[src/rtl/kim1_pkg.sv]
// Shared constants, debounce state encoding and key-index decode helpers
// for the KIM-1 display/keypad block.
package kim1_pkg;

   localparam int NUM_DIGITS = 6;
   localparam int NUM_ROWS   = 3;
   localparam int NUM_COLS   = 7;
   localparam int NUM_KEYS   = NUM_ROWS * NUM_COLS;

   localparam logic [3:0] DIGIT_BASE = 4'd4;
   localparam logic [3:0] SEL_NONE   = 4'hF;

   typedef enum logic [1:0] {
      DB_IDLE = 2'd0,
      DB_PEND = 2'd1,
      DB_HELD = 2'd2
   } db_state_e;

   function automatic logic [1:0] key_row(input logic [4:0] idx);
      if (idx < 5'd7)       key_row = 2'd0;
      else if (idx < 5'd14) key_row = 2'd1;
      else                  key_row = 2'd2;
   endfunction

   // Column is idx - 7*row; the result is below 8, so mod-8 arithmetic is exact.
   function automatic logic [2:0] key_col(input logic [4:0] idx);
      logic [2:0] base;
      case (key_row(idx))
         2'd0:    base = 3'd0;
         2'd1:    base = 3'd7;
         default: base = 3'd6;
      endcase
      key_col = idx[2:0] - base;
   endfunction

endpackage

[src/rtl/kim1_key_debounce.sv]
// Host key debouncer: a key (or release) is accepted only after it has been
// stable for DEBOUNCE_TICKS clk_en ticks; the last accepted key stays reported meanwhile.
module kim1_key_debounce
   import kim1_pkg::*;
#(
   parameter int DEBOUNCE_TICKS = 16
) (
   input  logic       clk,
   input  logic       rst_n,
   input  logic       clk_en,
   input  logic       key_down,
   input  logic [4:0] key_idx,
   output logic       held,
   output logic [1:0] row,
   output logic [2:0] col
);

   localparam int CW = $clog2(DEBOUNCE_TICKS + 1);
   localparam logic [CW-1:0] CNT_LAST = CW'(DEBOUNCE_TICKS - 1);

   db_state_e     state_q, state_d;
   logic [CW-1:0] cnt_q, cnt_d;
   logic [5:0]    smp_q, smp_d;
   logic          held_q, held_d;
   logic [4:0]    key_q, key_d;
   logic          cur_valid;
   logic [5:0]    cur;

   // Out-of-range indices collapse onto the single "released" code.
   assign cur_valid = key_down && (key_idx < 5'(NUM_KEYS));
   assign cur       = {cur_valid, cur_valid ? key_idx : 5'd0};

   always_comb begin
      state_d = state_q;
      cnt_d   = cnt_q;
      smp_d   = smp_q;
      held_d  = held_q;
      key_d   = key_q;
      if (cur != smp_q) begin
         smp_d   = cur;
         cnt_d   = '0;
         state_d = DB_PEND;
      end else begin
         case (state_q)
            DB_PEND: begin
               if (clk_en) begin
                  if (cnt_q == CNT_LAST) begin
                     cnt_d = '0;
                     if (smp_q[5]) begin
                        state_d = DB_HELD;
                        held_d  = 1'b1;
                        key_d   = smp_q[4:0];
                     end else begin
                        state_d = DB_IDLE;
                        held_d  = 1'b0;
                     end
                  end else begin
                     cnt_d = cnt_q + CW'(1);
                  end
               end
            end
            default: ;
         endcase
      end
   end

   always_ff @(posedge clk) begin
      if (!rst_n) begin
         state_q <= DB_IDLE;
         cnt_q   <= '0;
         smp_q   <= '0;
         held_q  <= 1'b0;
         key_q   <= '0;
      end else begin
         state_q <= state_d;
         cnt_q   <= cnt_d;
         smp_q   <= smp_d;
         held_q  <= held_d;
         key_q   <= key_d;
      end
   end

   assign held = held_q;
   assign row  = key_row(key_q);
   assign col  = key_col(key_q);

endmodule

[src/rtl/kim1_display_keypad.sv]
// KIM-1 multiplexed display to static image converter plus keypad matrix scan.
// Optional macro KIM1_TTY_EN routes a synchronized tty_rx onto pa_i[7].
module kim1_display_keypad
   import kim1_pkg::*;
#(
   parameter int PERSIST_TICKS  = 2048,
   parameter int DEBOUNCE_TICKS = 16
) (
   input  logic        clk,
   input  logic        rst_n,
   input  logic        clk_en,
   input  logic [7:0]  pa_o,
   input  logic [7:0]  pa_oe,
   input  logic [7:0]  pb_o,
   input  logic [7:0]  pb_oe,
   output logic [7:0]  pa_i,
   input  logic        key_down,
   input  logic [4:0]  key_idx,
   input  logic        tty_rx,
   output logic [41:0] seg_o,
   output logic [5:0]  digit_on_o
);

   localparam int PW = $clog2(PERSIST_TICKS + 1);
   localparam logic [PW-1:0] PERSIST_LOAD = PW'(PERSIST_TICKS);

   logic [3:0] sel;
   logic       dig_hit;
   logic [2:0] dig_idx;
   logic [6:0] strobe_seg;

   logic [NUM_DIGITS-1:0][6:0]    seg_q, seg_d;
   logic [NUM_DIGITS-1:0]         on_q, on_d;
   logic [NUM_DIGITS-1:0][PW-1:0] cnt_q, cnt_d;
   logic [6:0]                    keys_n_q, keys_n_d;
   logic                          tty_bit;

   logic       key_held;
   logic [1:0] key_row_w;
   logic [2:0] key_col_w;

   logic unused_port_bits;
   assign unused_port_bits = ^{pb_o[7:5], pb_o[0], pb_oe[7:5], pb_oe[0], pa_o[7], pa_oe[7]};

   always_comb begin
      sel        = (pb_oe[4:1] == 4'hF) ? pb_o[4:1] : SEL_NONE;
      dig_hit    = (sel >= DIGIT_BASE) && (sel < DIGIT_BASE + 4'(NUM_DIGITS));
      dig_idx    = 3'(sel - DIGIT_BASE);
      strobe_seg = pa_o[6:0] & pa_oe[6:0];
   end

   // A non-blank strobe wins over expiry; blank strobes fall through to the countdown.
   always_comb begin
      seg_d = seg_q;
      on_d  = on_q;
      cnt_d = cnt_q;
      if (clk_en) begin
         for (int d = 0; d < NUM_DIGITS; d++) begin
            if (dig_hit && (dig_idx == 3'(d)) && (strobe_seg != 7'd0)) begin
               seg_d[d] = strobe_seg;
               on_d[d]  = 1'b1;
               cnt_d[d] = PERSIST_LOAD;
            end else if (cnt_q[d] != '0) begin
               cnt_d[d] = cnt_q[d] - PW'(1);
               if (cnt_q[d] == PW'(1)) begin
                  on_d[d]  = 1'b0;
                  seg_d[d] = 7'd0;
               end
            end
         end
      end
   end

   always_comb begin
      keys_n_d = 7'h7F;
      if (key_held && (sel < 4'(NUM_ROWS)) && (sel[1:0] == key_row_w))
         keys_n_d[key_col_w] = 1'b0;
   end

   always_ff @(posedge clk) begin
      if (!rst_n) begin
         seg_q    <= '0;
         on_q     <= '0;
         cnt_q    <= '0;
         keys_n_q <= 7'h7F;
      end else begin
         seg_q    <= seg_d;
         on_q     <= on_d;
         cnt_q    <= cnt_d;
         keys_n_q <= keys_n_d;
      end
   end

`ifdef KIM1_TTY_EN
   logic tty_s1_q, tty_s1_d, tty_s2_q, tty_s2_d;

   always_comb begin
      tty_s1_d = tty_rx;
      tty_s2_d = tty_s1_q;
   end

   always_ff @(posedge clk) begin
      if (!rst_n) begin
         tty_s1_q <= 1'b1;
         tty_s2_q <= 1'b1;
      end else begin
         tty_s1_q <= tty_s1_d;
         tty_s2_q <= tty_s2_d;
      end
   end

   assign tty_bit = tty_s2_q;
`else
   logic unused_tty;
   assign unused_tty = tty_rx;
   assign tty_bit    = 1'b1;
`endif

   kim1_key_debounce #(
      .DEBOUNCE_TICKS(DEBOUNCE_TICKS)
   ) u_debounce (
      .clk     (clk),
      .rst_n   (rst_n),
      .clk_en  (clk_en),
      .key_down(key_down),
      .key_idx (key_idx),
      .held    (key_held),
      .row     (key_row_w),
      .col     (key_col_w)
   );

   assign seg_o      = seg_q;
   assign digit_on_o = on_q;
   assign pa_i       = {tty_bit, keys_n_q};

endmodule

[config.mk]
export PLATFORM = sky130hd
export DESIGN_NAME = kim1_display_keypad
export DESIGN_NICKNAME = d
export VERILOG_FILES = /design/src/rtl/kim1_pkg.sv /design/src/rtl/kim1_key_debounce.sv /design/src/rtl/kim1_display_keypad.sv
export SDC_FILE = /design/constraint.sdc
export NUM_CORES = 1
export LEC_CHECK = 0
export ABC_AREA = 0
export CORE_ASPECT_RATIO = 0.6
export CORE_MARGIN = 1.5
export CORE_UTILIZATION = 59
export CTS_CLUSTER_DIAMETER = 60
export DETAILED_ROUTE_END_ITERATION = 6
export PLACE_DENSITY = 0.95
export SYNTH_ARGS = -nofsm -noshare
export SYNTH_HDL_FRONTEND = slang
export SYNTH_SLANG_ARGS = --single-unit
[constraint.sdc]
create_clock -name clk -period 5.04 [get_ports clk]
set_clock_uncertainty 0.15 [all_clocks]
set_input_delay 1.008 -clock clk [delete_from_list [all_inputs] [get_ports clk]]
set_output_delay 1.008 -clock clk [all_outputs]
set_load 0.01 [all_outputs]
==> results of run 1 <==
metrics by stage:
step	hold slack [ns]	util	setup WS (ns)
final	0.3039	0.7369	1.288
after global routing	0.3355	0.7369	0.9907
after CTS	0.3066	0.7369	1.338
after detailed placement	0.2984	0.6891	0.9760
after global placement	0.2919	0.6891	1.032
after floorplan	0.2816	-	2.120
cell families (layout without fill, tap and decap cells):
| kind of cell | count (synthesis) | after routing |
|---|---|---|
| AO/OA/AOI/OAI | 190 | 190 |
| XOR/XNOR | 31 | 31 |
| adder cells (fa/ha/maj) | 15 | 15 |
| buffers and inverters | 57 | 145 |
| flip-flops | 146 | 146 |
| multiplexers | 13 | 13 |
| other | 1 | 1 |
| AND/OR/NAND/NOR | 325 | 325 |
report_power, final:
group	switching [µW]	leakage, µW	internal (µW)	total (µW)
clock network	536	0.000268	641	1180
logic	1090	0.00160	704	1800
registers	236	0.00119	1380	1620
total	1870	0.00306	2730	4590
layer usage:
metal / wire (µm) / part of all wire / track usage
met2: 8049 / 0.43 / 0.4612
met1: 8381 / 0.45 / 0.4277
met4: 393 / 0.021 / 0.1237
met3: 1801 / 0.097 / 0.08564
met5: 0 / 0 / 0
registers in the layout (all words and copies together) (netlist names):
register and count:
digit_on_o 6, u_debounce.key_q 5, keys_n_q 7, u_debounce.held 1, u_debounce.cnt_q 5, seg_o 42, u_debounce.smp_q 6, cnt_q 72
u_debounce.state_q 2
cell usage after synthesis (14+ instances only):
| cell type | instances | area [µm²] |
|---|---|---|
| o21ai_0 | 18 | 90.09 |
| o2bb2ai_1 | 29 | 254.0 |
| or2_2 | 14 | 87.58 |
| clkbuf_1 | 21 | 78.83 |
| nor2_1 | 58 | 217.7 |
| dfxtp_1 | 146 | 2923 |
| xor2_1 | 18 | 157.7 |
| a21oi_1 | 65 | 325.3 |
| inv_1 | 26 | 97.59 |
| or3_1 | 25 | 156.4 |
| nand3_1 | 33 | 165.2 |
| nand4_1 | 20 | 125.1 |
| nand2_1 | 59 | 221.5 |
| or4_1 | 24 | 180.2 |
| nor4_1 | 17 | 106.4 |
| nand2b_1 | 15 | 93.84 |
| ha_1 | 14 | 175.2 |
worst max path at each step:
stage                endpoint  slack [ns]  depth (start not counted)
global route         seg_o[3]        0.99                          6
detailed placement   seg_o[2]        0.98                          6
global placement     seg_o[1]        1.03                          6
finish               seg_o[3]        1.29                          6
CTS                  seg_o[2]        1.34                          6
floorplan           cnt_q[39]        2.12                          6
area by class of cell:
| class | instances | area (µm²) | area share |
|---|---|---|---|
| multi-input combinational | 575 | 3717 | 0.4450 |
| sequential | 146 | 2923 | 0.3499 |
| timing repair buffer | 88 | 873.3 | 0.1046 |
| clock buffer | 17 | 425.4 | 0.05093 |
| tap | 160 | 200.2 | 0.02397 |
| clock inverter | 14 | 116.4 | 0.01393 |
| inverter | 26 | 97.59 | 0.01168 |
critical path, cell delays in order:
cell and delay (ns):
clkdlybuf4s50_1 0.48, a22oi_1 0.17, a31oi_1 0.92, nand3_1 0.72, or2_2 0.51, a21oi_1 0.13
==> reports/results.ini, run 1 <==
[outcome]
status = finished, final reports clean

[routing]
dr.first_iter.drc_count = 640
routed_wl_um = 18630
drc = 0
dr.pass1.iters = 5
ant_nets = 0
post_drt_wl_per_cell_um = 18.15
routed-via-count = 6522
vias_per_cell = 6.357

[timing]
tns_ns = 0
max_freq_mhz = 266.5
slew_viol_final = 0
finalCritPeriodShare = 0.7444
relSlewSlack = 0.2363
rsz0062_at_grt = no
worst_pin_slew_ns = 1.144
final-hold-violation-count = 0
fin_crit_ns = 3.752
finalSetupViolCount = 0

[synthesis]
synthesis.nets = 835
synth.area.mux_share = 0.01894
synthAdderAreaFrac = 0.02841
synthArstFlopShare = 0
syn_area_per_cell_um2 = 8.831
synth-xor-area-share = 0.03952
ys_types = 67
synth_edf_count = 0
syn-cell-area_um2 = 6870
yosys.area_share.simple = 0.2595
synthFlopType = dfxtp_1
seq_area_frac_synth = 0.4254
syn_inst = 778
synth_seq_cells = 146
synth_compound_area_frac = 0.1941
synth_top_family_by_area = simple AND/OR/NAND/NOR gates
yosys_warnings = 0

[clock_tree]
cts_inserted_buffers = 17
root_buffer = clkbuf_16
cts_resized = 0
hold_buffers = 0
numClockSinks = 146
cts_tree = done
clk_pin_slew_worst_paths_ns = 0.06
cts_buffer_depth = 2
post_cts_buffers = 0
insertion_delay_ns = 0.43
h-tree-depth = 4

[final_layout]
fillers = 774
drive_gt1_frac = 0.08083
layout_commonest_cell = dfxtp_1
finalNetCount = 911
final_cell_mix = dfxtp_1 (146), clkdlybuf4s50_1 (85), a21oi_1 (65), nand2_1 (59), nor2_1 (58)
final_cells = 1026
diodes = 0
finalInstanceArea_um2 = 8353
synthToLayoutAreaGrowth_pct = 21.58

[global_route]
track_usage = 0.3098
grt_start_max_net_pins = 47
grt_pass1_vias = 5955
grt_overflow = 0
antenna_found_initial = 0
grt_pass1_wl_um = 30140

[critical_path]
r2r_slack_ns = 2.30
critPathCaptureType = flop
crit_arrival_ns = 3.94
crit_start = pa_o[3]
required_ns = 5.22
worstPathMaxFanout = 16
path_class = in -> reg
rr_endpoint = cnt_q[22]
start_kind = input port
reg2reg_depth = 5
reg2reg_from = cnt_q[16]

[die]
coreArea_um2 = 11340
die_x_um = 142.3
dieArea_um2 = 12320
die_y_um = 86.59
rows = 30
boundaryPins = 98
start_util = 0.6061

[placement]
portBuffers = 85
place_area_um2 = 7811
place_inst = 995
gp_congestion = 0.9215
hpwl_um = 12590

[min_path]
hp-class = reg -> reg
min_path_cells = 2
min_from = digit_on_o[2]
min_to = digit_on_o[2]

[power]
leakagePower_uw = 0.003060
ir_drop_v = 0.0003291
power_density_nw_per_um2 = 550.0
finalPower_uw = 4594

[flow_run]
max_cap_viol_count = 0

Power figures use the tool's default switching activity.
==> run 2, diff against run 1 <==
--- a/config.mk
+++ b/config.mk
@@ -8,10 +8,10 @@
 export ABC_AREA = 0
 export CORE_ASPECT_RATIO = 0.6
 export CORE_MARGIN = 1.5
-export CORE_UTILIZATION = 59
+export CORE_UTILIZATION = 49
 export CTS_CLUSTER_DIAMETER = 60
 export DETAILED_ROUTE_END_ITERATION = 6
-export PLACE_DENSITY = 0.95
+export PLACE_DENSITY = 0.86
 export SYNTH_ARGS = -nofsm -noshare
 export SYNTH_HDL_FRONTEND = slang
 export SYNTH_SLANG_ARGS = --single-unit
==> constraint.sdc (replaced) <==
create_clock -name clk -period 3.45 [get_ports clk]
set_clock_uncertainty 0.15 [all_clocks]
set_input_delay 0.69 -clock clk [delete_from_list [all_inputs] [get_ports clk]]
set_output_delay 0.69 -clock clk [all_outputs]
set_load 0.01 [all_outputs]
==> reports/results.ini, run 2 (synthesis gave the netlist of run 1 again) <==
[outcome]
status = finished, final reports clean

[routing]
post_drt_wl_per_cell_um = 17.19
routed_wl_um = 18550
dr.pass1.iters = 5
dr.first_iter.drc_count = 667
drc = 0
ant_nets = 0
routed-via-count = 6353
vias_per_cell = 5.888

[timing]
slew_viol_final = 0
worst_pin_slew_ns = 1.038
finalSetupViolCount = 0
final-hold-violation-count = 0
fin_crit_ns = 3.206
relSlewSlack = 0.3049
finalCritPeriodShare = 0.9292
max_freq_mhz = 311.9
rsz0062_at_grt = no

[clock_tree]
clk_pin_slew_worst_paths_ns = 0.07
cts_inserted_buffers = 17
cts_tree = done
root_buffer = clkbuf_16
numClockSinks = 146
cts_resized = 0
hold_buffers = 0
h-tree-depth = 4
cts_buffer_depth = 2
insertion_delay_ns = 0.43
post_cts_buffers = 0

[die]
start_util = 0.5027
dieArea_um2 = 14760
boundaryPins = 98
die_y_um = 94.72
die_x_um = 155.9
coreArea_um2 = 13670
rows = 33

[final_layout]
final_cell_mix = dfxtp_1 (146), clkdlybuf4s50_1 (85), a21oi_1 (65), nand2_1 (59), nor2_1 (58)
diodes = 0
fillers = 1100
largest_reg_flops = 72
regMostFlops = cnt_q
synthToLayoutAreaGrowth_pct = 24.93
drive_gt1_frac = 0.1026
final_cells = 1079
finalNetCount = 931
layout_commonest_cell = dfxtp_1

[flow_run]
max_cap_viol_count = 0

[global_route]
track_usage = 0.2612
grt_overflow = 0
antenna_found_initial = 0
grt_pass1_vias = 5973
grt_pass1_wl_um = 30440
grt_start_max_net_pins = 30

[critical_path]
path_class = in -> reg
start_kind = input port
worstPathMaxFanout = 16
crit_arrival_ns = 3.41
r2r_slack_ns = 0.75
critPathCaptureType = flop
required_ns = 3.65

[placement]
hpwl_um = 12910
gp_congestion = 0.8968
place_inst = 1047
portBuffers = 85

[power]
ir_drop_v = 0.0003848
power_density_nw_per_um2 = 798.8
finalPower_uw = 6857
leakagePower_uw = 0.003170

[min_path]
hp-class = reg -> reg

run 2: metal layers:
| metal | up-vias | GRT usage | part of all wire |
|---|---|---|---|
| li1 | 3073 | - | - |
| met1 | 3014 | 0.3651 | 0.47 |
| met2 | 238 | 0.3881 | 0.42 |
| met3 | 28 | 0.07985 | 0.091 |
| met4 | 0 | 0.07381 | 0.013 |
| met5 | - | 0 | 0 |
run 2: worst paths after layout:
path / from / end / cells past startpoint
setup reg to reg: u_debounce.key_q[2] / keys_n_q[4] / 7
setup / recovery: pa_o[3] / seg_o[2] / 6
hold reg to reg: digit_on_o[0] / digit_on_o[0] / 2
hold / removal: digit_on_o[0] / digit_on_o[0] / 2
run 2: worst max-delay path, cell delays in order:
cell	delay (ns)
clkdlybuf4s50_1	0.48
a22oi_1	0.13
a31oi_1	0.86
nand3_1	0.64
or2_2	0.48
a21oi_1	0.13
run 2: final cells by class:
cell class                 instances  area [µm²]  area share
clock inverter                    14       142.6     0.01662
tap                              192       240.2     0.02799
clock buffer                      18       439.2     0.05117
multi-input combinational        575        3717      0.4331
timing repair buffer             108        1023      0.1192
sequential                       146        2923      0.3405
inverter                          26       97.59     0.01137
run 2: metrics by stage:
step,TNS (ns),hold slack [ns],setup slack [ns],area (µm²),utilization
4_1_cts,0,0.3123,0.2936,8583,0.6280
3_5_place_dp,-0.3248,0.2964,-0.07332,8001,0.5855
2_1_floorplan,0,0.2816,0.8481,6870,-
6_report,0,0.3087,0.2443,8583,0.6280
5_1_grt,0,0.3322,0.03774,8583,0.6280
3_3_place_gp,-0.1324,0.2895,-0.02047,8001,0.5855
run 2: power by group:
group          internal [µW]  switching, µW
logic                   1100           1600
registers               2020            336
clock network            978            823
total                   4090           2760
==> run 3, diff against run 2 <==
--- a/config.mk
+++ b/config.mk
@@ -5,13 +5,13 @@
 export SDC_FILE = /design/constraint.sdc
 export NUM_CORES = 1
 export LEC_CHECK = 0
-export ABC_AREA = 0
 export CORE_ASPECT_RATIO = 0.6
 export CORE_MARGIN = 1.5
 export CORE_UTILIZATION = 49
 export CTS_CLUSTER_DIAMETER = 60
 export DETAILED_ROUTE_END_ITERATION = 6
 export PLACE_DENSITY = 0.86
+export SLEW_MARGIN = 30
 export SYNTH_ARGS = -nofsm -noshare
 export SYNTH_HDL_FRONTEND = slang
 export SYNTH_SLANG_ARGS = --single-unit
==> reports/results.ini, run 3 (synthesis gave the netlist of run 1 again) <==
[power]
switching_power_uw = 2755
pwr-share-comb = 0.393
power_switching_share = 0.4022
power_density_nw_per_um2 = 797.3
p_seq_frac = 0.344
ir_drop_v = 0.0003855
leakagePower_uw = 0.003170
power_frac_clock = 0.263
p_int_uw = 4094
finalPower_uw = 6849

[clock_tree]
insertion_delay_ns = 0.43
cts_inserted_buffers = 17
cts_tree = done
post_cts_buffers = 0
h-tree-depth = 4
numClockSinks = 146
hold_buffers = 0
cts_resized = 0
root_buffer = clkbuf_16
clk_pin_slew_worst_paths_ns = 0.07
cts_buffer_depth = 2

[critical_path]
r2r_slack_ns = 0.76
path_class = in -> reg
critPathCaptureType = flop
reg2reg_from = u_debounce.key_q[2]
rr_endpoint = keys_n_q[4]
required_ns = 3.65
crit_arrival_ns = 3.11
start_kind = input port
reg2reg_depth = 7
worstPathMaxFanout = 18
crit_start = pb_o[1]

[routing]
drt-met1-wl_um = 8682
met3_wirelength_um = 1708
post_drt_wl_per_cell_um = 17.10
top_layer = met4
ant_nets = 0
routed_wl_um = 18450
dr.first_iter.drc_count = 672
routed-via-count = 6399
vias_per_cell = 5.930
drc = 0
dr.pass1.iters = 5
wl_met2_um = 7832

[timing]
worst_pin_slew_ns = 0.8119
fin_ws_ns = 0.5422
finalSetupViolCount = 0
finalCritPeriodShare = 0.8428
tns_ns = 0
relSlewSlack = 0.4538
slew_viol_final = 0
final-hold-violation-count = 0
fin_crit_ns = 2.908
rsz0062_at_grt = no
max_freq_mhz = 343.9

[placement]
place_inst = 1047
place_area_um2 = 8001
pre_cts_ws_ns = -0.07332
gp_congestion = 0.8968
portBuffers = 85
hpwl_um = 12910

[die]
dieArea_um2 = 14760
die_x_um = 155.9
boundaryPins = 98
coreArea_um2 = 13670
start_util = 0.5027
rows = 33
die_y_um = 94.72

[global_route]
grt_start_max_net_pins = 30
track_usage = 0.2612
grt_pass1_vias = 5973
antenna_found_initial = 0
grt_overflow = 0
grt_pass1_wl_um = 30440

[final_layout]
layout_commonest_cell = dfxtp_1
regMostFlops = cnt_q
final_cell_mix = dfxtp_1 (146), clkdlybuf4s50_1 (85), a21oi_1 (65), nand2_1 (59), nor2_1 (58)
final_cells = 1079
fillers = 1098
finalInstanceArea_um2 = 8589
diodes = 0
drive_gt1_frac = 0.1037
largest_reg_flops = 72
synthToLayoutAreaGrowth_pct = 25.02
finalNetCount = 931

[flow_run]
max_cap_viol_count = 0

[min_path]
hp-class = reg -> reg
min_to = digit_on_o[0]
min_from = digit_on_o[0]
min_path_cells = 2

[outcome]
status = finished, final reports clean

## run 3: cell counts in the layout (fill, tap and decap cells not counted)
Identical to the previous run, type by type.
## run 3: power groups by stage
| stage | clock (µW) | sequential (µW) | combinational, µW |
|---|---|---|---|
| floorplan | 0 | 2280 | 2040 |
| global placement | 0 | 2350 | 2480 |
| detailed placement | 0 | 2370 | 2590 |
| CTS | 1810 | 2340 | 2650 |
| global route | 1900 | 2400 | 3000 |
| finish | 1800 | 2350 | 2690 |
## run 3: final cells by class
| type | instances | area, µm² | share of cell area |
|---|---|---|---|
| repair buffers | 108 | 1023 | 0.1192 |
| clock inverters | 14 | 142.6 | 0.01661 |
| well taps | 192 | 240.2 | 0.02797 |
| clock buffers | 18 | 439.2 | 0.05113 |
| multi-input cells | 575 | 3724 | 0.4335 |
| flip-flops and latches | 146 | 2923 | 0.3403 |
| inverters | 26 | 97.59 | 0.01136 |
## run 3: worst max path at each step
| stage | end | cells after the start |
|---|---|---|
| 2_1_floorplan | cnt_q[39] | 6 |
| 3_3_place_gp | seg_o[1] | 6 |
| 3_5_place_dp | seg_o[2] | 6 |
| 4_1_cts | seg_o[2] | 6 |
| 5_1_grt | seg_o[2] | 7 |
| 6_report | cnt_q[19] | 6 |
## run 3: routing by layer
| layer | track usage | up-vias |
|---|---|---|
| met5 | 0 | - |
| met4 | 0.07381 | 0 |
| met3 | 0.07985 | 24 |
| met2 | 0.3881 | 277 |
| met1 | 0.3651 | 3017 |
| li1 | - | 3081 |
## run 3: worst max-delay path: stages
cell and delay [ns]:
clkdlybuf4s50_1 0.70, nand2b_1 0.17, nor4_1 0.51, a21boi_2 0.33
or4_1 0.53, a21oi_1 0.17
## run 3: metrics by stage
step                hold WS [ns]    util
global placement          0.2895  0.5855
global route              0.3322  0.6285
finish                    0.3088  0.6285
detailed placement        0.2964  0.5855
CTS                       0.3123  0.6280
floorplan                 0.2816       -
